$ cat config.mk
export PLATFORM = sky130hd
export DESIGN_NAME = ethernet_rx_l2_decoder
export DESIGN_NICKNAME = d
export VERILOG_FILES = /design/src/rtl/ethernet_rx_l2_decoder_pkg.sv /design/src/rtl/ethernet_payload_realigner.sv /design/src/rtl/ethernet_rx_l2_decoder.sv
export SDC_FILE = /design/constraint.sdc
export NUM_CORES = 1
export LEC_CHECK = 0
export BUFFER_PORTS_ARGS = -buffer_cell sky130_fd_sc_hd__buf_2
export CORE_MARGIN = 5
export CORE_UTILIZATION = 59
export CTS_CLUSTER_SIZE = 10
export DETAILED_ROUTE_END_ITERATION = 10
export PLACE_DENSITY_LB_ADDON = 0.15
export SLEW_MARGIN = 20
export SYNTH_ARGS = -nofsm -noshare
export SYNTH_HDL_FRONTEND = slang
export SYNTH_SLANG_ARGS = --single-unit
$ cat constraint.sdc
create_clock -name sys_clk -period 8.6 [get_ports sys_clk]
set_input_delay 0.86 -clock sys_clk [delete_from_list [all_inputs] [get_ports sys_clk]]
set_output_delay 0.86 -clock sys_clk [all_outputs]
set_load 0.1 [all_outputs]
$ cat src/rtl/ethernet_rx_l2_decoder_pkg.sv
// Shared RX layer-2 bus types, ethertype constants and decoder state encoding.
package ethernet_rx_l2_decoder_pkg;

  localparam logic [15:0] ETHERTYPE_VLAN = 16'h8100;
  localparam logic [15:0] ETHERTYPE_MIN  = 16'h0600;

  typedef struct packed {
    logic        start;
    logic        data_valid;
    logic [2:0]  bytes_valid;
    logic [31:0] data;
    logic        commit;
    logic        drop;
  } EthernetRxBus;

  typedef struct packed {
    logic        start;
    logic        data_valid;
    logic [2:0]  bytes_valid;
    logic [31:0] data;
    logic        commit;
    logic        drop;
    logic [47:0] dst_mac;
    logic [47:0] src_mac;
    logic [15:0] ethertype;
    logic        has_vlan;
    logic [11:0] vlan_id;
    logic [2:0]  vlan_pcp;
  } EthernetRxL2Bus;

  typedef struct packed {
    logic [47:0] dst_mac;
    logic [47:0] src_mac;
    logic [15:0] ethertype;
    logic        has_vlan;
    logic [11:0] vlan_id;
    logic [2:0]  vlan_pcp;
  } l2_hdr_t;

  typedef enum logic [3:0] {
    S_IDLE, S_HDR_0, S_HDR_1, S_HDR_2, S_HDR_3, S_HDR_VLAN, S_BODY, S_FLUSH, S_DISCARD
  } l2_state_e;

  // Keeps the leading n bytes of a big-endian word, zeroes the rest.
  function automatic logic [31:0] byte_mask(input logic [2:0] n);
    case (n)
      3'd0:    byte_mask = 32'h0000_0000;
      3'd1:    byte_mask = 32'hFF00_0000;
      3'd2:    byte_mask = 32'hFFFF_0000;
      3'd3:    byte_mask = 32'hFFFF_FF00;
      default: byte_mask = 32'hFFFF_FFFF;
    endcase
  endfunction

endpackage

$ cat src/rtl/ethernet_payload_realigner.sv
// Packs a byte stream of partial words into full left-justified 32-bit words,
// keeping up to three leftover bytes in a carry register.
module ethernet_payload_realigner
  import ethernet_rx_l2_decoder_pkg::*;
(
  input  logic        clk_i,
  input  logic        rst_n_i,
  input  logic        clear_i,
  input  logic        valid_i,
  input  logic [2:0]  n_i,
  input  logic [31:0] data_i,
  input  logic        flush_i,
  output logic [31:0] word_o,
  output logic [2:0]  bytes_valid_o,
  output logic        valid_o,
  output logic [1:0]  count_o
);

  logic [23:0] carry_q, carry_d;
  logic [1:0]  cnt_q, cnt_d;
  logic [31:0] word_q, word_d;
  logic [2:0]  bv_q, bv_d;
  logic        vld_q, vld_d;
  logic [55:0] cat;
  logic [2:0]  t;

  always_comb begin
    // Input bytes land directly behind the c carried bytes.
    cat     = {carry_q, 32'h0} | ({data_i & byte_mask(n_i), 24'h0} >> {cnt_q, 3'b000});
    t       = {1'b0, cnt_q} + n_i;
    carry_d = carry_q;
    cnt_d   = cnt_q;
    word_d  = '0;
    bv_d    = '0;
    vld_d   = 1'b0;
    if (clear_i) begin
      carry_d = '0;
      cnt_d   = '0;
    end else if (flush_i) begin
      word_d  = {carry_q, 8'h00};
      bv_d    = {1'b0, cnt_q};
      vld_d   = (cnt_q != 2'd0);
      carry_d = '0;
      cnt_d   = '0;
    end else if (valid_i) begin
      cnt_d = t[1:0];
      if (t[2]) begin
        word_d  = cat[55:24];
        bv_d    = 3'd4;
        vld_d   = 1'b1;
        carry_d = cat[23:0];
      end else begin
        carry_d = cat[55:32];
      end
    end
  end

  always_ff @(posedge clk_i or negedge rst_n_i) begin
    if (!rst_n_i) begin
      carry_q <= '0;
      cnt_q   <= '0;
      word_q  <= '0;
      bv_q    <= '0;
      vld_q   <= 1'b0;
    end else begin
      carry_q <= carry_d;
      cnt_q   <= cnt_d;
      word_q  <= word_d;
      bv_q    <= bv_d;
      vld_q   <= vld_d;
    end
  end

  assign word_o        = word_q;
  assign bytes_valid_o = bv_q;
  assign valid_o       = vld_q;
  assign count_o       = cnt_q;

endmodule

$ cat src/rtl/ethernet_rx_l2_decoder.sv
// L2 receive decoder: parses MAC/VLAN/ethertype header, filters on destination
// and emits the payload realigned to 32-bit words with header fields attached.
module ethernet_rx_l2_decoder
  import ethernet_rx_l2_decoder_pkg::*;
#(
  parameter bit VLAN_ENABLE     = 1'b1,
  parameter bit ALLOW_MULTICAST = 1'b1
) (
  input  logic           sys_clk,
  input  logic           rst_n,
  input  EthernetRxBus   rx_bus,
  input  logic [47:0]    our_mac_address,
  input  logic           promisc_mode,
  output EthernetRxL2Bus l2_bus,
  output logic [63:0]    perf_rx_l2_accepted,
  output logic [63:0]    perf_rx_l2_drop_filter,
  output logic [63:0]    perf_rx_l2_drop_runt
);

  l2_state_e   state_q, state_d, cur;
  logic [47:0] dst_q, dst_d, src_q, src_d;
  logic        hv_q, hv_d;
  logic [11:0] vid_q, vid_d;
  logic [2:0]  pcp_q, pcp_d;
  l2_hdr_t     hdr_q, hdr_d;
  logic        start_q, start_d, commit_q, commit_d, drop_q, drop_d;
  logic [63:0] acc_q, filt_q, runt_q;
  logic        acc_inc, filt_inc, runt_inc;
  logic        rl_clear, rl_valid, rl_flush, rl_vld;
  logic [2:0]  rl_n, rl_bv;
  logic [31:0] rl_data, rl_word;
  logic [1:0]  rl_cnt;
  logic        parse_et, hdr_abort, addr_ok;
  logic [15:0] et;

  assign et      = rx_bus.data[31:16];
  assign addr_ok = promisc_mode || (dst_q == our_mac_address) || (&dst_q) ||
                   (ALLOW_MULTICAST && dst_q[40]);

  always_comb begin
    state_d  = state_q;
    dst_d    = dst_q;
    src_d    = src_q;
    hv_d     = hv_q;
    vid_d    = vid_q;
    pcp_d    = pcp_q;
    hdr_d    = hdr_q;
    start_d  = 1'b0;
    commit_d = 1'b0;
    drop_d   = 1'b0;
    acc_inc  = 1'b0;
    filt_inc = 1'b0;
    runt_inc = 1'b0;
    rl_clear = 1'b0;
    rl_valid = 1'b0;
    rl_flush = 1'b0;
    rl_n     = rx_bus.bytes_valid;
    rl_data  = rx_bus.data;
    parse_et = 1'b0;
    cur      = state_q;
    // A new start aborts whatever is in flight and is decoded as HDR_0 this cycle.
    if (rx_bus.start) begin
      if (state_q inside {S_BODY, S_FLUSH}) begin
        drop_d   = 1'b1;
        rl_clear = 1'b1;
      end else if (state_q != S_IDLE) begin
        runt_inc = 1'b1;
      end
      cur     = S_HDR_0;
      state_d = S_HDR_0;
      hv_d    = 1'b0;
      vid_d   = '0;
      pcp_d   = '0;
    end
    hdr_abort = (cur inside {S_HDR_0, S_HDR_1, S_HDR_2, S_HDR_3, S_HDR_VLAN}) &&
                (rx_bus.commit || rx_bus.drop);
    if (hdr_abort) begin
      runt_inc = 1'b1;
      state_d  = S_IDLE;
    end else begin
      case (cur)
        S_IDLE: ;
        S_HDR_0: if (rx_bus.data_valid) begin
          dst_d[47:16] = rx_bus.data;
          state_d      = S_HDR_1;
        end
        S_HDR_1: if (rx_bus.data_valid) begin
          dst_d[15:0]  = rx_bus.data[31:16];
          src_d[47:32] = rx_bus.data[15:0];
          state_d      = S_HDR_2;
        end
        S_HDR_2: if (rx_bus.data_valid) begin
          src_d[31:0] = rx_bus.data;
          state_d     = S_HDR_3;
        end
        S_HDR_3: if (rx_bus.data_valid) begin
          if (VLAN_ENABLE && et == ETHERTYPE_VLAN) begin
            hv_d    = 1'b1;
            pcp_d   = rx_bus.data[15:13];
            vid_d   = rx_bus.data[11:0];
            state_d = S_HDR_VLAN;
          end else begin
            parse_et = 1'b1;
          end
        end
        S_HDR_VLAN: parse_et = rx_bus.data_valid;
        S_BODY: begin
          if (rx_bus.drop) begin
            rl_clear = 1'b1;
            drop_d   = 1'b1;
            state_d  = S_IDLE;
          end else if (rx_bus.commit) begin
            if (rl_cnt != 2'd0) begin
              rl_flush = 1'b1;
              state_d  = S_FLUSH;
            end else begin
              commit_d = 1'b1;
              acc_inc  = 1'b1;
              state_d  = S_IDLE;
            end
          end else begin
            rl_valid = rx_bus.data_valid;
          end
        end
        S_FLUSH: begin
          if (rx_bus.drop) begin
            drop_d   = 1'b1;
            rl_clear = 1'b1;
          end else begin
            commit_d = 1'b1;
            acc_inc  = 1'b1;
          end
          state_d = S_IDLE;
        end
        S_DISCARD: if (rx_bus.commit || rx_bus.drop) state_d = S_IDLE;
        default: state_d = S_IDLE;
      endcase
    end
    // Ethertype word: filter decision, header publish, trailing two bytes seed the carry.
    if (parse_et) begin
      if (addr_ok && et >= ETHERTYPE_MIN) begin
        start_d  = 1'b1;
        hdr_d    = '{dst_q, src_q, et, hv_d, vid_d, pcp_d};
        rl_valid = 1'b1;
        rl_n     = 3'd2;
        rl_data  = {rx_bus.data[15:0], 16'h0000};
        state_d  = S_BODY;
      end else begin
        filt_inc = 1'b1;
        state_d  = S_DISCARD;
      end
    end
  end

  always_ff @(posedge sys_clk or negedge rst_n) begin
    if (!rst_n) begin
      state_q  <= S_IDLE;
      dst_q    <= '0;
      src_q    <= '0;
      hv_q     <= 1'b0;
      vid_q    <= '0;
      pcp_q    <= '0;
      hdr_q    <= '0;
      start_q  <= 1'b0;
      commit_q <= 1'b0;
      drop_q   <= 1'b0;
      acc_q    <= '0;
      filt_q   <= '0;
      runt_q   <= '0;
    end else begin
      state_q  <= state_d;
      dst_q    <= dst_d;
      src_q    <= src_d;
      hv_q     <= hv_d;
      vid_q    <= vid_d;
      pcp_q    <= pcp_d;
      hdr_q    <= hdr_d;
      start_q  <= start_d;
      commit_q <= commit_d;
      drop_q   <= drop_d;
      acc_q    <= acc_q + {63'b0, acc_inc};
      filt_q   <= filt_q + {63'b0, filt_inc};
      runt_q   <= runt_q + {63'b0, runt_inc};
    end
  end

  ethernet_payload_realigner u_realign (
    .clk_i         (sys_clk),
    .rst_n_i       (rst_n),
    .clear_i       (rl_clear),
    .valid_i       (rl_valid),
    .n_i           (rl_n),
    .data_i        (rl_data),
    .flush_i       (rl_flush),
    .word_o        (rl_word),
    .bytes_valid_o (rl_bv),
    .valid_o       (rl_vld),
    .count_o       (rl_cnt)
  );

  always_comb begin
    l2_bus             = '0;
    l2_bus.start       = start_q;
    l2_bus.data_valid  = rl_vld;
    l2_bus.bytes_valid = rl_bv;
    l2_bus.data        = rl_word;
    l2_bus.commit      = commit_q;
    l2_bus.drop        = drop_q;
    l2_bus.dst_mac     = hdr_q.dst_mac;
    l2_bus.src_mac     = hdr_q.src_mac;
    l2_bus.ethertype   = hdr_q.ethertype;
    l2_bus.has_vlan    = hdr_q.has_vlan;
    l2_bus.vlan_id     = hdr_q.vlan_id;
    l2_bus.vlan_pcp    = hdr_q.vlan_pcp;
  end

  assign perf_rx_l2_accepted    = acc_q;
  assign perf_rx_l2_drop_filter = filt_q;
  assign perf_rx_l2_drop_runt   = runt_q;

endmodule

; ---- Yosys cells after proc, flatten, opt, wreduce, memory -nomap -nowiden
; Index checks and enable logic that the tools add are counted.
[word_totals]
elab_cells = 156
register_bits = 501
out_inout_bits = 359
inputBits = 90
[classes]
magnitude_cmp = 1
shift = 1
n_mux = 87
addsub = 4
n_eq_ne = 15
bitwise_logic = 3
n_reduce_logical = 20
[ops]
columns = op, count
row1 = 64-bit by 1-bit adder with 64-bit output, 3
row2 = 32-bit 2-to-1 mux, 6
row3 = 32-bit one-hot mux with 4 select lines, 1
row4 = 24-bit 2-to-1 mux, 4
row5 = 12-bit 2-to-1 mux, 5
row6 = 56-bit bitwise OR, 1
row7 = 56-bit by 5-bit right shift with 56-bit output, 1
row8 = 48-bit equality test, 1
row9 = 4-bit 2-to-1 mux, 12
row10 = 48-bit AND reduction, 1
row11 = 1-bit 2-to-1 mux, 41
row12 = 3-bit 2-to-1 mux, 12
row13 = 32-bit bitwise AND, 1
row14 = 4-bit one-hot mux with 7 select lines, 1
row15 = "4-bit by 3-bit equality test with 1-bit output, second input constant", 6
row16 = "16-bit equality test, second input constant", 1
row17 = "16-bit by 11-bit >= comparator with 1-bit output, second input constant", 1
row18 = 3-bit AND reduction, 3
row19 = "4-bit by 2-bit equality test with 1-bit output, second input constant", 2
row20 = "3-bit by 2-bit equality test with 1-bit output, second input constant", 2
row21 = 2-bit 2-to-1 mux, 3
row22 = 5-bit nonzero test, 1
row23 = "4-bit by 1-bit equality test with 1-bit output, second input constant", 1
row24 = "4-bit equality test, second input constant", 1
row25 = other kinds (13), 20

; ---- Logic depth before layout (Yosys ltp)
[depth]
ltp_word = 16
mapped_depth = 19
depth_no_buf = 14

; ---- Hierarchy
; A second synthesis with hierarchy kept.
[hier_totals]
cells_unflattened = 1767
area_unflattened_um2 = 22607.9
[modules_own_cells]
columns = module, seq_area_each_um2, area_per_inst_um2, instances, cells_each
row1 = ethernet_rx_l2_decoder, 10985.5, 19361.1, 1, 1459
row2 = ethernet_payload_realigner, 1551.5, 3246.9, 1, 308

; ---- Worst setup path before layout
; OpenSTA, ideal clock, no wires.
[synth_path]
kind = input port to flip-flop
start = in rx_bus[38] (netlist name)
end = reg u_realign.carry_q[10]
setup_slack_ps = 4348
n_path_buf = 4
stages = 17
t_required_ps = 8467
t_arrival_ps = 4119
setup_ps = 133
cell_sequence = or4_1 > o211ai_1 > nand3_1 > or3_1 > buf_2 > nor2_8 > buf_4 > buf_2 > nor2b_1 > ha_1 > inv_1 > fa_1 > inv_1 > o31a_1 > buf_2 > o31ai_1 > o21ai_0
[synth_via]
elab_chain_len = 15
elab_cells_between_ends = 39
classes_between = 1 x add/sub / 10 x eq/ne / 1 x shift / 20 x mux / 2 x bitwise / 5 x reduce/logical
[synth_lines]
columns = element, line
row1 = "start, declared", ethernet_rx_l2_decoder.sv:11  ; input EthernetRxBus rx_bus,
row2 = 4-bit 2-to-1 mux, ethernet_rx_l2_decoder.sv:62  ; if (rx_bus.start) begin
row3 = 4-bit by 1-bit equality test with 1-bit output (tied with other cells), ethernet_rx_l2_decoder.sv:75  ; hdr_abort = (cur inside {S_HDR_0, S_HDR_1, S_HDR_2, S_HDR_3, S_HDR_VLAN}) &&
row4 = 5-bit nonzero test, ethernet_rx_l2_decoder.sv:75
row5 = 1-bit logical AND, ethernet_rx_l2_decoder.sv:75
row6 = 1-bit 2-to-1 mux, ethernet_rx_l2_decoder.sv:77  ; if (hdr_abort) begin
row7 = 3-bit 2-to-1 mux, ethernet_rx_l2_decoder.sv:140  ; if (parse_et) begin
row8 = 3-bit by 2-bit equality test with 1-bit output (tied with other cells), ethernet_rx_l2_decoder_pkg.sv:46  ; case (n)
row9 = 32-bit one-hot mux with 4 select lines, ethernet_rx_l2_decoder_pkg.sv:46
row10 = 32-bit bitwise AND, ethernet_payload_realigner.sv:29  ; cat = {carry_q, 32'h0} | ({data_i & byte_mask(n_i), 24'h0} >> {cnt_q, 3'b000});
row11 = 56-bit by 5-bit right shift with 56-bit output, ethernet_payload_realigner.sv:29
row12 = 56-bit bitwise OR, ethernet_payload_realigner.sv:29
row13 = 24-bit 2-to-1 mux, ethernet_payload_realigner.sv:47  ; if (t[2]) begin
row14 = 24-bit 2-to-1 mux, ethernet_payload_realigner.sv:45  ; end else if (valid_i) begin
row15 = 24-bit 2-to-1 mux, ethernet_payload_realigner.sv:39  ; end else if (flush_i) begin
row16 = 24-bit 2-to-1 mux, ethernet_payload_realigner.sv:36  ; if (clear_i) begin
row17 = "end signal, assigned", ethernet_payload_realigner.sv:66  ; carry_q <= carry_d;
row18 = "end, declared", ethernet_payload_realigner.sv:19  ; logic [23:0] carry_q, carry_d;
; Several ways; a longest one is shown, not always the timed one. The select of a mux whose other input is x is not followed.
; A chain may end at the register's enable or synchronous reset.

; ---- Final worst setup path
[layout_path]
start = reg u_realign.cnt_q[1], in the netlist u_realign.count_o[1]
end = reg acc_q[62], in the netlist perf_rx_l2_accepted[62]
[layout_via]
elab_chain_len = 7
[layout_lines]
columns = element, line
row1 = "start, declared", ethernet_payload_realigner.sv:20  ; logic [1:0] cnt_q, cnt_d;
row2 = "start signal, assigned", ethernet_payload_realigner.sv:67  ; cnt_q <= cnt_d;
row3 = 2-bit nonzero test, ethernet_rx_l2_decoder.sv:113  ; if (rl_cnt != 2'd0) begin
row4 = 1-bit 2-to-1 mux, ethernet_rx_l2_decoder.sv:113
row5 = 1-bit 2-to-1 mux, ethernet_rx_l2_decoder.sv:112  ; end else if (rx_bus.commit) begin
row6 = 1-bit 2-to-1 mux, ethernet_rx_l2_decoder.sv:108  ; if (rx_bus.drop) begin
row7 = 1-bit one-hot mux with 2 select lines, ethernet_rx_l2_decoder.sv:81  ; case (cur)
row8 = 1-bit 2-to-1 mux, ethernet_rx_l2_decoder.sv:77
row9 = named net acc_inc, ethernet_rx_l2_decoder.sv:28  ; logic acc_inc, filt_inc, runt_inc;
row10 = 64-bit by 1-bit adder with 64-bit output, ethernet_rx_l2_decoder.sv:181  ; acc_q <= acc_q + {63'b0, acc_inc};
row11 = "end signal, assigned", ethernet_rx_l2_decoder.sv:181
row12 = "end, declared", ethernet_rx_l2_decoder.sv:27  ; logic [63:0] acc_q, filt_q, runt_q;
; The timed path passes the listed nets, and every way through them passes these cells.

==> results.txt <==
Worst Hold Class: input port to async pin
Pwr Density: 205 mW/mm²
Initial Util: 0.600
Worst Path Required: 9.10 ns
Setup-failing EPs final: 0
Worst setup SP type: flop
cell mode on critical path: nor2_1
GP Congestion: 0.927
via/cell ratio: 5.92
antenna violations before repair: 2
# H-tree levels: 2
synthesized area per cell: 12.1 µm²
leading area contributor after synthesis: dfrtp_1
worst skew pair latency: 0.60 ns
non-filler cells, final: 2716
via count: 16100
Post-synth top cells: dfrtp_1, mux2_2, xnor2_1
Synth Register Bits: 501
WL final: 61500 µm
Cells after DPL: 2648
RSZ-0062 raised after global routing: no
post-CTS setup buffer count: 0
root buffer cell: clkbuf_16
Netlist cell types: 61
initial drt markers: 1105
routed len/inst: 22.7 µm
layout cell share with drive strength beyond 1: 0.349
setup ws final: 3.26 ns
PortBufs: 448
Area Growth Syn to Fin: 18.3%
final net count: 2336
Post-DP Area: 0.0245 mm²
Die X: 203 µm
Die H: 203 µm
final antenna-violating net count: 0
CTS sink cnt: 501
Synth async-reset ratio: 1.00
pre-CTS setup slack: 3.26 ns
Max-Cap Viols: 0
critical path fanouts, max: 28
gr ovfl total: 0
die area: 0.0413 mm²
Post-Synth Adder-Cell Area: 0.00489
post-synth top area share: 0.570
mux contribution to synthesized area: 0.134
outcome: complete, no violations
Slew HR: 0.237
main combinational cell family by area after synthesis: multiplexers
Worst VDD drop: 0.000154 V
Synth Flop Type: dfrtp_1
drt drc: 0
Slew @ Worst Pin: 1.14 ns
critical path class: flop to flop
Critical Path AT: 5.84 ns
fin crit period: 5.34 ns
total negative setup slack: 0 ns
compound-cell area share of the yosys netlist: 0.0537
static leakage power: 13.3 nW
Post-CTS Resized: 0
top cells by area, synth: dfrtp_1, mux2_2, xnor2_1, nor2_1, nand2_1
Slowest Stage Delay on Critical Path: 1.00 ns
Slew Viols, Final: 0
first-pass GRT wire length: 95800 µm
post-synth net total: 1910
CTS tree: done
clk buf depth: 3
Peak Freq: 187 MHz
crit path cell chain: nor2_1, nand2_1, a2111oi_0, ha_1, ha_1, and3_1, and2_1, nand3_1, nor2_1, nand4_1, nor2_1, and3_1, xor2_1
GRT Overall Usage: 0.293
area of the core: 0.0367 mm²
largest net degree at the start of global routing: 182
EDFF count, synth: 0
Final period util: 0.620
Std-Cell Rows: 70
TritonRoute pass-1 iters: 5
final hold vios: 0
count leader, synth: dfrtp_1
Post-Synth Simple-Gate Area: 0.122
Post-Layout Inst Area: 0.0260 mm²
area share of xor/xnor cells in the synthesized design: 0.0939
Crit. End Element: flop
Worst-path clk slew: 0.06 ns
cell area after synthesis: 0.0220 mm²
Syn. warnings: 0
CTS buffer count: 56
Clock Skew: 0.0233 ns
Final HPWL DP: 42600 µm
sequential fraction of the synthesis area: 0.570
Slowest-stage cell, CP: nor2_1
vias in the first global route: 16600
CTS Hold Bufs: 0
Mapped Cells: 1812
IO Count: 449
[layout by cell type, fill, tap and decap left out, drive strengths merged, types with 2 or more instances in the layout]
master	n
a211oi	3
a21oi	47
a221oi	23
a22o	8
a22oi	23
a311oi	9
and2	12
and3	46
and4	19
buf	458
clkbuf	64
clkinv	3
dfrtp	501
diode	2
ha	7
inv	14
mux2	239
mux2i	25
nand2	117
nand3	78
nand4	45
nand4b	2
nor2	131
nor2b	24
nor3	25
nor3b	2
nor4	12
o21ai	28
o22ai	10
o31ai	8
or2	7
or3	4
or4	2
xnor2	193
xor2	43
[power by group]
part,leakage (nW),internal (mW),switching [mW]
combinational,5.76,0.224,0.421
clock,0.733,1.19,0.878
sequential,6.84,2.51,0.129
total,13.3,3.92,1.43
[cells by family (layout without fill, tap and decap cells)]
family,after synthesis,count (layout)
mux,264,264
compound gates,168,168
buf+inv,105,539
xor+xnor,236,236
flops,501,501
other cells,0,2
fa+ha+maj,8,8
simple gates,530,530
[registers in the layout (all words and copies together) (netlist names)]
register and count:
u_realign.word_o 32, state_q 4, pcp_q 3, u_realign.bytes_valid_o 3, commit_q 1, drop_q 1
hv_q 1, src_q 48, u_realign.carry_q 24, start_q 1, perf_rx_l2_drop_runt 64, u_realign.count_o 2
perf_rx_l2_accepted 64, perf_rx_l2_drop_filter 64, l2_bus 128, u_realign.valid_o 1, vid_q 12, dst_q 48
[per-stage QoR]
stage | power, mW | hold WS [ns] | util
3_3_place_gp | 3.29 | 0.454 | 0.668
4_1_cts | 5.38 | 0.380 | 0.709
5_1_grt | 5.54 | 0.427 | 0.709
2_1_floorplan | 3.09 | 0.463 | -
3_5_place_dp | 3.31 | 0.458 | 0.668
6_report | 5.34 | 0.353 | 0.709
[routing by layer]
layer  vias to the layer above  track usage  routed length (µm)
met1                      8029        0.389               24600
met4                         4       0.0961                2020
met2                       706        0.478               29300
met3                       157       0.0754                5620
met5                         -            0                  19
li1                       7187            -                   -
[layout make-up]
type	instances	area, µm²
clock buffers	64	1470
inverters	15	56.3
fillers	2665	10700
well taps	468	586
diodes	2	5.00
clock inverters	2	21.3
multi-input cells	1206	8990
flip-flops and latches	501	12500
repair buffers	458	2350
[critical path: cells and delay by family, from the launching register on]
family | cells | cell delay, ns
compound gates | 1 | 0.65
xor+xnor | 1 | 0.14
fa+ha+maj | 2 | 0.49
flops | 1 | 0.68
simple gates | 9 | 3.28
[worst paths after layout]
check / from / endpoint / slack, ns / depth (start not counted)
setup / recovery: u_realign.count_o[1]$_DFFE_PN0P_ / perf_rx_l2_accepted[62]$_DFF_PN0_ / 3.26 / 13
hold / removal: rst_n / perf_rx_l2_accepted[49]$_DFF_PN0_ / 0.35 / 1
max in group asynchronous: rst_n / perf_rx_l2_drop_filter[54]$_DFF_PN0_ / 6.20 / 3
setup reg to reg: u_realign.count_o[1]$_DFFE_PN0P_ / perf_rx_l2_accepted[62]$_DFF_PN0_ / 3.26 / 13
hold reg to reg: perf_rx_l2_accepted[63]$_DFF_PN0_ / perf_rx_l2_accepted[63]$_DFF_PN0_ / 0.47 / 1
min in group sys_clk: perf_rx_l2_accepted[63]$_DFF_PN0_ / perf_rx_l2_accepted[63]$_DFF_PN0_ / 0.47 / 1
Note: power is estimated with default switching activity, not from simulation.
